## config.mk

```make
export PLATFORM = sky130hd
export DESIGN_NAME = seat_alloc_arbiter_flat
export DESIGN_NICKNAME = d
export VERILOG_FILES = /design/src/rtl/seat_alloc_arbiter_if.sv /design/src/rtl/seat_alloc_arbiter.sv /design/src/flat_wrapper.sv
export SDC_FILE = /design/constraint.sdc
export NUM_CORES = 1
export LEC_CHECK = 0
export CAP_MARGIN = 20
export CORE_AREA = 4 4 199 201
export DETAILED_ROUTE_END_ITERATION = 10
export DIE_AREA = 0 0 203 205
export PLACE_DENSITY = 0.77
export SYNTH_ARGS = -nofsm -noshare
export SYNTH_HDL_FRONTEND = slang
export SYNTH_SLANG_ARGS = --single-unit
```

## constraint.sdc

```tcl
create_clock -name clk -period 7.8 [get_ports clk]
set_input_delay 1.95 -clock clk [delete_from_list [all_inputs] [get_ports clk]]
set_output_delay 1.95 -clock clk [all_outputs]
set_load 0.05 [all_outputs]
```

## src/rtl/seat_alloc_arbiter_if.sv

```systemverilog
// Kiosk-side request/response bundle of seat_alloc_arbiter.
// master = kiosk requesters, slave = the arbiter.
interface seat_alloc_arbiter_if #(
    parameter int N_REQ  = 4,
    parameter int SEAT_W = 6
);
    logic [N_REQ-1:0]        req_valid;
    logic [2*N_REQ-1:0]      req_op;
    logic [SEAT_W*N_REQ-1:0] req_seat;
    logic [N_REQ-1:0]        req_ready;
    logic                    rsp_valid;
    logic [2:0]              rsp_id;
    logic [2:0]              rsp_status;

    modport master (
        output req_valid, req_op, req_seat,
        input  req_ready, rsp_valid, rsp_id, rsp_status
    );

    modport slave (
        input  req_valid, req_op, req_seat,
        output req_ready, rsp_valid, rsp_id, rsp_status
    );
endinterface

```

## src/rtl/seat_alloc_arbiter.sv

```systemverilog
// Round-robin arbiter serialising reserve/release/renew requests onto the seat table,
// with minute-tick expiry and daily clear. Optional SEAT_ALLOC_STATS_EN adds grant/reject counters.
module seat_alloc_arbiter #(
    parameter int N_REQ     = 4,
    parameter int NUM_SEATS = 32,
    parameter int SEAT_W    = 6,
    parameter int HOLD_MIN  = 30
) (
    input  logic                  clk,
    input  logic                  rst_n,
    seat_alloc_arbiter_if.slave   bus,
    input  logic                  min_tick,
    input  logic                  day_clear,
    output logic [NUM_SEATS-1:0]  seat_map,
    output logic [SEAT_W:0]       occupied_cnt
`ifdef SEAT_ALLOC_STATS_EN
    ,
    output logic [15:0]           grant_cnt,
    output logic [15:0]           reject_cnt
`endif
);
    typedef enum logic [1:0] {S_IDLE, S_GRANT, S_CHECK, S_RESP} state_t;
    typedef enum logic [1:0] {OP_RESERVE = 2'd0, OP_RELEASE = 2'd1, OP_RENEW = 2'd2, OP_ILLEGAL = 2'd3} op_t;
    typedef enum logic [2:0] {ST_OK = 3'd0, ST_OCCUPIED = 3'd1, ST_NOT_OWNER = 3'd2,
                              ST_BAD_SEAT = 3'd3, ST_ABORTED = 3'd4} status_t;

    state_t              state;
    logic [2:0]          ptr;
    logic [2:0]          w_id;
    op_t                 w_op;
    logic [SEAT_W-1:0]   w_seat;

    logic [NUM_SEATS-1:0] occ;
    logic [2:0]           owner [NUM_SEATS];
    logic [5:0]           cnt   [NUM_SEATS];

    logic [NUM_SEATS-1:0] occ_nxt;
    logic [2:0]           owner_nxt [NUM_SEATS];
    logic [5:0]           cnt_nxt   [NUM_SEATS];
    logic [SEAT_W:0]      pop_nxt;

    logic       any_req;
    logic [2:0] win;
    logic       cur_occ;
    logic [2:0] cur_owner;
    status_t    status;
    logic       tbl_write;

    assign seat_map = occ;

    // Round robin: the lowest offset from ptr+1 wins, so the loop runs from the far end down.
    always_comb begin
        any_req = |bus.req_valid;
        win     = ptr;
        for (int k = N_REQ; k >= 1; k--) begin
            if (bus.req_valid[(int'(ptr) + k) % N_REQ]) win = 3'((int'(ptr) + k) % N_REQ);
        end
    end

    // NOTE: every combinational output gets a default before any branch, so no latch is inferred.
    always_comb begin
        cur_occ   = 1'b0;
        cur_owner = '0;
        for (int i = 0; i < NUM_SEATS; i++) begin
            if (SEAT_W'(i) == w_seat) begin
                cur_occ   = occ[i];
                cur_owner = owner[i];
            end
        end
        if ({1'b0, w_seat} >= (SEAT_W+1)'(NUM_SEATS) || w_op == OP_ILLEGAL) status = ST_BAD_SEAT;
        else if (w_op == OP_RESERVE && cur_occ)                               status = ST_OCCUPIED;
        else if (w_op != OP_RESERVE && (!cur_occ || cur_owner != w_id))       status = ST_NOT_OWNER;
        else                                                                  status = ST_OK;
    end

    assign tbl_write = (state == S_CHECK) && (status == ST_OK);

    // Priority per seat: daily clear, then the transaction write, then minute expiry.
    always_comb begin
        occ_nxt   = occ;
        owner_nxt = owner;
        cnt_nxt   = cnt;
        pop_nxt   = '0;
        for (int i = 0; i < NUM_SEATS; i++) begin
            if (day_clear) begin
                occ_nxt[i]   = 1'b0;
                owner_nxt[i] = '0;
                cnt_nxt[i]   = '0;
            end else if (tbl_write && SEAT_W'(i) == w_seat) begin
                case (w_op)
                    OP_RESERVE: begin
                        occ_nxt[i]   = 1'b1;
                        owner_nxt[i] = w_id;
                        cnt_nxt[i]   = 6'(HOLD_MIN);
                    end
                    OP_RENEW:   cnt_nxt[i] = 6'(HOLD_MIN);
                    OP_RELEASE: begin
                        occ_nxt[i] = 1'b0;
                        cnt_nxt[i] = '0;
                    end
                    default: ;
                endcase
            end else if (min_tick && occ[i] && cnt[i] != '0) begin
                cnt_nxt[i] = cnt[i] - 6'd1;
                if (cnt[i] == 6'd1) occ_nxt[i] = 1'b0;
            end
            pop_nxt = pop_nxt + (SEAT_W+1)'(occ_nxt[i]);
        end
    end

    // NOTE: the table is small and its reset state is architecturally visible, so every entry is reset.
    always_ff @(posedge clk or negedge rst_n) begin
        if (!rst_n) begin
            occ          <= '0;
            occupied_cnt <= '0;
            for (int i = 0; i < NUM_SEATS; i++) begin
                owner[i] <= '0;
                cnt[i]   <= '0;
            end
        end else begin
            occ          <= occ_nxt;
            owner        <= owner_nxt;
            cnt          <= cnt_nxt;
            occupied_cnt <= pop_nxt;
        end
    end

    // NOTE: sequential state uses non-blocking assignments so every flop samples pre-edge values.
    always_ff @(posedge clk or negedge rst_n) begin
        if (!rst_n) begin
            state          <= S_IDLE;
            ptr            <= 3'(N_REQ - 1);
            w_id           <= '0;
            w_op           <= OP_RESERVE;
            w_seat         <= '0;
            bus.req_ready  <= '0;
            bus.rsp_valid  <= 1'b0;
            bus.rsp_id     <= '0;
            bus.rsp_status <= '0;
        end else begin
            bus.req_ready <= '0;
            bus.rsp_valid <= 1'b0;
            case (state)
                S_IDLE: begin
                    if (any_req && !day_clear) begin
                        w_id          <= win;
                        w_op          <= op_t'(bus.req_op[2*int'(win) +: 2]);
                        w_seat        <= bus.req_seat[SEAT_W*int'(win) +: SEAT_W];
                        bus.req_ready <= N_REQ'(1) << win;
                        state         <= S_GRANT;
                    end
                end
                S_GRANT: begin
                    ptr   <= w_id;
                    state <= S_CHECK;
                end
                S_CHECK: begin
                    bus.rsp_valid  <= 1'b1;
                    bus.rsp_id     <= w_id;
                    bus.rsp_status <= status;
                    state          <= S_RESP;
                end
                default: state <= S_IDLE;
            endcase
            // An in-flight transaction is answered with ABORTED when the table is wiped under it.
            if (day_clear && state != S_IDLE) begin
                bus.rsp_valid  <= 1'b1;
                bus.rsp_id     <= w_id;
                bus.rsp_status <= ST_ABORTED;
                state          <= S_RESP;
            end
        end
    end

`ifdef SEAT_ALLOC_STATS_EN
    always_ff @(posedge clk or negedge rst_n) begin
        if (!rst_n) begin
            grant_cnt  <= '0;
            reject_cnt <= '0;
        end else begin
            if (|bus.req_ready && grant_cnt != 16'hFFFF) grant_cnt <= grant_cnt + 16'd1;
            if (bus.rsp_valid && bus.rsp_status != ST_OK && reject_cnt != 16'hFFFF)
                reject_cnt <= reject_cnt + 16'd1;
        end
    end
`endif
endmodule

```

## src/flat_wrapper.sv

```systemverilog
// flat-port wrapper written by rule: the top's interface ports become plain ports
module seat_alloc_arbiter_flat 
#(
    parameter int N_REQ     = 4,
    parameter int NUM_SEATS = 32,
    parameter int SEAT_W    = 6,
    parameter int HOLD_MIN  = 30
)
  (clk, rst_n, min_tick, day_clear, seat_map, occupied_cnt, bus_req_valid, bus_req_op, bus_req_seat, bus_req_ready, bus_rsp_valid, bus_rsp_id, bus_rsp_status);
  seat_alloc_arbiter_if #(.N_REQ(N_REQ), .SEAT_W(SEAT_W)) bus_i ();
  input  logic clk;
  input  logic rst_n;
  input  logic min_tick;
  input  logic day_clear;
  output logic [NUM_SEATS-1:0] seat_map;
  output logic [SEAT_W:0] occupied_cnt;
  input wire logic [$bits(bus_i.req_valid)-1:0] bus_req_valid;
  input wire logic [$bits(bus_i.req_op)-1:0] bus_req_op;
  input wire logic [$bits(bus_i.req_seat)-1:0] bus_req_seat;
  output wire logic [$bits(bus_i.req_ready)-1:0] bus_req_ready;
  output wire logic [$bits(bus_i.rsp_valid)-1:0] bus_rsp_valid;
  output wire logic [$bits(bus_i.rsp_id)-1:0] bus_rsp_id;
  output wire logic [$bits(bus_i.rsp_status)-1:0] bus_rsp_status;
  assign bus_i.req_valid = bus_req_valid;
  assign bus_i.req_op = bus_req_op;
  assign bus_i.req_seat = bus_req_seat;
  assign bus_req_ready = bus_i.req_ready;
  assign bus_rsp_valid = bus_i.rsp_valid;
  assign bus_rsp_id = bus_i.rsp_id;
  assign bus_rsp_status = bus_i.rsp_status;
  seat_alloc_arbiter #(.N_REQ(N_REQ), .NUM_SEATS(NUM_SEATS), .SEAT_W(SEAT_W), .HOLD_MIN(HOLD_MIN)) u_core (.clk(clk), .rst_n(rst_n), .bus(bus_i), .min_tick(min_tick), .day_clear(day_clear), .seat_map(seat_map), .occupied_cnt(occupied_cnt));
endmodule
```

==> run metrics, run 1 <==
status finished, violations left; DRT iter0 DRCs 1762; Core Area 0.0376 mm2; post-synth cell types 87; Fin. Hold Viols 0; # clock sinks 352; slew margin rel. 34.9%; total wire length 61000 um; Row Count 71; cells after synthesis 2145; final worst path period share 103%; Global Route Usage Sum 29.2%; Syn Area/Cell 9.74 um2; worst slew pin tran 0.976 ns; Top FF cell, synth dfrtp_1; pin count of the biggest net entering global routing 110; kind of critical path flip-flop to flip-flop; r2r setup slk -0.20 ns; Worst setup SP type flip-flop; sequential fraction of the synthesis area 42.2%; Clock Latency Late Sink 0.57 ns; CP dominant cell by count fa_1; Final Max Tran Viols 0; via count 18100; Power Dens Cells 236 mW/mm2; Layout Nets 2557; worst r2r src u_core.w_seat[1]; syn nets 2285; Crit-path slowest cell fa_1; # fillers 2775; fin crit period 8.00 ns; Vias/cell 6.10; Largest stage delay, worst path 0.58 ns; CTS H-Tree Depth 2; Inst Count DP 2857; Die Area 0.0416 mm2; clk_skew 0.0189 ns; dpl ws -0.481 ns; Core Util, Final 67.9%; drt pass-1 iters 5; CTS tree done; CP arrival 8.48 ns; flops & latches, synth 352; first-pass GRT wire length 97600 um; RSZ-0062 raised after global routing yes; initial core utilization 55.6%; setup ws final -0.203 ns; share of layout cells above drive strength 1 17.6%; # setup viols final 4; Area Overhead vs Synth 22.2%; I/O pin count 90; failing checks setup timing; chip width 203 um; critical path data required time 8.28 ns; f_max 0.125 GHz; ANT nets after route 0; Syn Std Cell Area 0.0209 mm2; Critical Path Source u_core.w_seat[1]; Peak VDD IR 0.000160 V; initial antenna violation count 1; worst hold-check path type flip-flop to flip-flop; cells on worst reg2reg path 30; Async S/R FF share, synth 100%; Finished Layout Cells 2960; vias in the first global route 18000; grt ovf 0; Syn. warnings 0; crit path capture u_core.occupied_cnt[4]; IO buf count 88; Longest Clk Path Bufs 3; Max Cap Viol 0; EDFF count, synth 0; Die Span Y 205 um; Avg WL per Cell 20.6 um; leakage 10.8 nW; clk root buf clkbuf_16; CTS buffer count 40; hpwl dp 43900 um; clock transition at the registers of the reported paths 0.06 ns; CP endpoint kind flip-flop; # DRC 0; Worst Path Max Fanout 6; FF-to-FF End u_core.occupied_cnt[4]; Hold WS 0.491 ns; gpl congestion 1.02
## synth_stat cells (7+ instances only)
master	n	area, um2
nand3_1	61	305
nor3_1	59	295
o21ai_0	54	270
or4_1	11	82.6
nor3b_1	10	75.1
nand4b_1	10	87.6
nor2_1	281	1050
xnor2_1	111	972
nand2_1	185	694
o22a_1	12	105
o31ai_1	11	82.6
xor2_1	52	455
nand3b_1	12	90.1
o32ai_1	31	272
o22ai_1	96	601
o31ai_4	22	468
ha_1	76	951
a31oi_1	11	68.8
nor4b_1	14	123
and3_1	7	43.8
mux2_2	28	315
or3_1	7	43.8
a211oi_1	10	75.1
fa_1	24	480
buf_2	24	120
nor4_1	32	200
o211ai_1	12	90.1
dfrtp_1	350	8760
o2111ai_1	7	61.3
inv_1	119	447
buf_1	11	41.3
mux2i_1	122	1220
buf_4	7	52.6
a21oi_1	69	345
clkbuf_1	58	218
nor4bb_1	12	120
a21o_1	8	60.1
## kinds of logic (layout without fill, tap and decap cells)
family          count (synthesis)  count (layout)  synth area share, %
compound gates                408             408                 14.8
xor+xnor                      163             163                 6.84
fa+ha+maj                     101             101                 6.90
buf+inv                       225             528                 4.46
flops                         352             352                 42.2
mux                           151             151                 7.41
other cells                     1               2               0.0180
simple gates                  744             744                 17.4
## per-stage QoR
step | area [um2] | power (mW) | TNS [ns]
2_1_floorplan | 20900 | 3.09 | -0.182
3_3_place_gp | 23700 | 3.80 | -0.708
3_5_place_dp | 23700 | 3.83 | -1.65
4_1_cts | 25300 | 5.94 | -0.614
5_1_grt | 25500 | 6.24 | -1.43
6_report | 25500 | 6.03 | -0.404
## routing by layer
layer | vias to the layer above | share of wire, % | track usage (%)
li1 | 8185 | - | -
met1 | 8941 | 43 | 40.7
met2 | 759 | 46 | 47.0
met3 | 168 | 7.2 | 4.91
met4 | 0 | 3.3 | 9.46
met5 | - | 0 | 0
## critical path, delay by kind of cell (launching register included)
kind / cells / cell delay (ns)
compound gates: 8 / 1.41
buf+inv: 9 / 1.12
mux: 1 / 0.26
simple gates: 2 / 0.53
flops: 1 / 0.44
xor+xnor: 2 / 0.34
fa+ha+maj: 8 / 3.80
## worst min path at each step
stage / start / end / depth (start not counted)
finish: u_core.bus.rsp_status[2] / u_core.bus.rsp_status[2] / 2
global route: u_core.bus.rsp_status[2] / u_core.bus.rsp_status[2] / 2
CTS: u_core.bus.rsp_status[2] / u_core.bus.rsp_status[2] / 2
detailed placement: u_core.bus.rsp_status[2] / u_core.bus.rsp_status[2] / 2
global placement: u_core.bus.rsp_status[2] / u_core.bus.rsp_status[2] / 2
floorplan: u_core.owner[49] / u_core.owner[49] / 2
## cells in the final DEF, fill, tap and decap left out, types with 11 or more instances in the layout
| cell type | instances |
|---|---|
| a21oi_1 | 66 |
| buf_4 | 226 |
| clkbuf_16 | 41 |
| clkdlybuf4s50_1 | 85 |
| dfrtp_1 | 348 |
| fa_1 | 21 |
| ha_1 | 76 |
| inv_1 | 115 |
| mux2_2 | 28 |
| mux2i_1 | 122 |
| nand2_1 | 183 |
| nand3_1 | 59 |
| nand3b_1 | 12 |
| nor2_1 | 280 |
| nor3_1 | 58 |
| nor4_1 | 32 |
| nor4b_1 | 13 |
| nor4bb_1 | 11 |
| o211ai_1 | 12 |
| o21ai_0 | 52 |
| o22a_1 | 12 |
| o22ai_1 | 95 |
| o31ai_4 | 22 |
| o32ai_1 | 31 |
| xnor2_1 | 110 |
| xor2_1 | 51 |
## timing repair
action / CTS / global route
hold endpoints to repair: 0 / 0
buffers inserted: 19 / 9
gates resized for setup: 26 / 31
endpoints found under the setup margin: 5 / 5
hold buffers: 0 / 0
pin swaps: 30 / 31
## report_power, final
part | total (mW) | switching, mW | internal (mW)
logic | 2.11 | 1.27 | 0.836
registers | 1.98 | 0.0845 | 1.89
clock network | 1.94 | 0.780 | 1.16
## layout make-up
type	count	area, um2	share of cell area, %
repair buffers	334	2900	11.4
inverters	121	454	1.78
well taps	511	639	2.51
flip-flops and latches	352	8810	34.5
multi-input cells	1568	11400	44.5
clock buffers	58	1190	4.66
diodes	1	2.50	0.00981
clock inverters	15	165	0.647
## flip-flops by register name (all words and copies together), names as in the netlist
| name | count |
|---|---|
| u_core.cnt | 192 |
| u_core.bus.req_ready | 4 |
| u_core.bus.rsp_id | 3 |
| u_core.ptr | 2 |
| u_core.occupied_cnt | 6 |
| u_core.state | 2 |
| u_core.w_seat | 6 |
| u_core.bus.rsp_valid | 1 |
| u_core.w_id | 3 |
| u_core.owner | 96 |
| u_core.bus.rsp_status | 3 |
| u_core.w_op | 2 |
| u_core.seat_map | 32 |
(Power assumes the default switching activity.)
==> inputs of run 2 (changes only) <==
- CORE_AREA: 4 4 199 201 -> 2 2 197 199
- DIE_AREA: 0 0 203 205 -> 0 0 199 201
==> run 2 against run 1 <==
  * The run still ends with setup timing left
  * Sequential power barely moved
  * Hold slack got worse by 0.014 ns
  * Largest power group unchanged
  * First-iteration DRC count fell by 13%
  * Critical path type unchanged
==> run metrics, run 2 (synthesis results as in run 1) <==
Vias/cell 6.03 (was 6.10); vias in the first global route 17800 (was 18000); Worst setup SP type flip-flop (unchanged); Largest stage delay, worst path 0.57 ns (was 0.58 ns); Finished Cell Area 0.0255 mm2 (about the same); Die Area 0.0400 mm2 (was 0.0416 mm2); pin count of the biggest net entering global routing 169 (was 110); Final Max Tran Viols 0 (unchanged); initial antenna violation count 0 (was 1); Biggest register u_core.cnt (unchanged); grt ovf 0 (unchanged); failing checks setup timing (unchanged); worst slew pin tran 0.992 ns (was 0.976 ns); first-pass GRT wire length 95500 um (was 97600 um); via count 17900 (was 18100); DRT iter0 DRCs 1529 (was 1762); kind of critical path flip-flop to flip-flop (unchanged); chip width 199 um (was 203 um); CP endpoint kind flip-flop (unchanged); Die Span Y 201 um (was 205 um); most frequent cells in the layout dfrtp_1, nor2_1, buf_4, nand2_1, mux2i_1 (unchanged); CP dominant cell by count fa_1 (unchanged); Worst Path Max Fanout 6 (unchanged); drt pass-1 iters 6 (was 5); Layout Nets 2562 (was 2557); CTS buffer count 39 (was 40); r2r setup slk -0.27 ns (was -0.20 ns); # DRC 0 (unchanged); # setup viols final 4 (unchanged); Crit-path slowest cell fa_1 (unchanged); Peak VDD IR 0.000149 V (was 0.000160 V); clk root buf clkbuf_16 (unchanged); CP arrival 8.56 ns (was 8.48 ns); RSZ-0062 raised after global routing yes (unchanged); critical path data required time 8.29 ns (was 8.28 ns); f_max 0.124 GHz (was 0.125 GHz); most common cell after layout, fill and taps aside dfrtp_1 (unchanged); Clock Latency Late Sink 0.57 ns (about the same); Fin. Hold Viols 0 (unchanged); Max Cap Viol 0 (unchanged); Core Util, Final 66.9% (was 67.9%); leakage 10.7 nW (was 10.8 nW); IO buf count 88 (unchanged); total wire length 60000 um (was 61000 um); status finished, violations left (unchanged); Row Count 72 (was 71); Design Power 5.81 mW (was 6.03 mW); delay-heaviest family, CP adder cells (unchanged); dpl ws -0.423 ns (was -0.481 ns); CTS H-Tree Depth 2 (unchanged); slew margin rel. 33.9% (was 34.9%); hpwl dp 42900 um (was 43900 um); number of flip-flops in the largest register 192 (unchanged); Global Route Usage Sum 30.3% (was 29.2%); antenna cells 0 (was 1); Power Dens Cells 228 mW/mm2 (was 236 mW/mm2); initial core utilization 54.8% (was 55.6%); # clock sinks 352 (unchanged); final worst path period share 103% (about the same); Longest Clk Path Bufs 3 (unchanged); Area Overhead vs Synth 22.0% (was 22.2%); gpl congestion 1.00 (was 1.02); Cell Area, Placed 0.0237 mm2 (about the same); CTS tree done (unchanged); ANT nets after route 0 (unchanged); share of layout cells above drive strength 1 17.9% (was 17.6%); I/O pin count 90 (unchanged); Buf+Inv Stages, Crit Path 6 (was 9); Avg WL per Cell 20.2 um (was 20.6 um); setup ws final -0.272 ns (was -0.203 ns); # fillers 2905 (was 2775); clock transition at the registers of the reported paths 0.06 ns (about the same); worst hold-check path type flip-flop to flip-flop (unchanged); clk_skew 0.0204 ns (was 0.0189 ns); fin crit period 8.07 ns (was 8.00 ns); Core Area 0.0381 mm2 (was 0.0376 mm2)
==> run 2: cell types whose count changed in the layout (fill, tap and decap cells not counted), moves of 4 or more <==
cell      previous run  this run
dfrtp_2              2         6
clkbuf_8            10         3
buf_6                8        12
dfrtp_1            348       344
clkbuf_1             7        14
==> run 2: routing by layer <==
layer | up-vias | global-route usage (%) | wire [um]
met2 | 704 | 48.6 | 28100
li1 | 8195 | - | -
met1 | 8885 | 41.3 | 25300
met4 | 0 | 11.4 | 2100
met5 | - | 0 | 0
met3 | 124 | 5.17 | 4460
==> run 2: stage by stage <==
stage	cells	hold WS (ns)	setup TNS [ns]
4_1_cts	2965	0.484	-0.701
5_1_grt	2969	0.509	-1.69
6_report	2969	0.476	-0.833
3_3_place_gp	2858	0.470	-0.485
3_5_place_dp	2858	0.471	-1.21
2_1_floorplan	2145	0.477	-0.182
==> run 2: layout make-up <==
class / instances / area [um2] / share of cell area [%]
Clock buffer: 56 / 1070 / 4.20
Inverter: 121 / 454 / 1.78
Timing Repair Buffer: 339 / 2980 / 11.7
Sequential cell: 352 / 8820 / 34.6
Clock inverter: 14 / 103 / 0.403
Tap cell: 518 / 648 / 2.54
Multi-Input combinational cell: 1569 / 11400 / 44.8
==> run 2: final timing paths <==
check                           cells past startpoint                       end                     start
min in group asynchronous                           1            u_core.cnt[41]                     rst_n
worst max-delay path                               27    u_core.occupied_cnt[4]          u_core.w_seat[4]
max in group asynchronous                           2          u_core.owner[63]                     rst_n
worst min register to register                      2  u_core.bus.rsp_status[0]  u_core.bus.rsp_status[0]
worst max register to register                     27    u_core.occupied_cnt[4]          u_core.w_seat[4]
worst min-delay path                                2  u_core.bus.rsp_status[0]  u_core.bus.rsp_status[0]
==> run 2: power breakdown <==
part	switching [mW]	leakage, nW	internal [mW]
Combinational	1.26	5.31	0.832
Clock	0.772	0.567	0.965
Sequential	0.0884	4.87	1.89
Total	2.12	10.7	3.69
==> run 2: repair_timing <==
| action | CTS | global route |
|---|---|---|
| gates cloned | 3 | 0 |
| resized for setup | 61 | 12 |
| hold buffers | 0 | 0 |
| setup buffers | 35 | 5 |
| setup endpoints to repair | 5 | 5 |
| pin swaps | 50 | 22 |
==> run 2: tightest hold or removal path, stage by stage, from the launching register on <==
cell and delay (ns):
dfrtp_1 0.34, nand2_1 0.04, o21ai_0 0.06
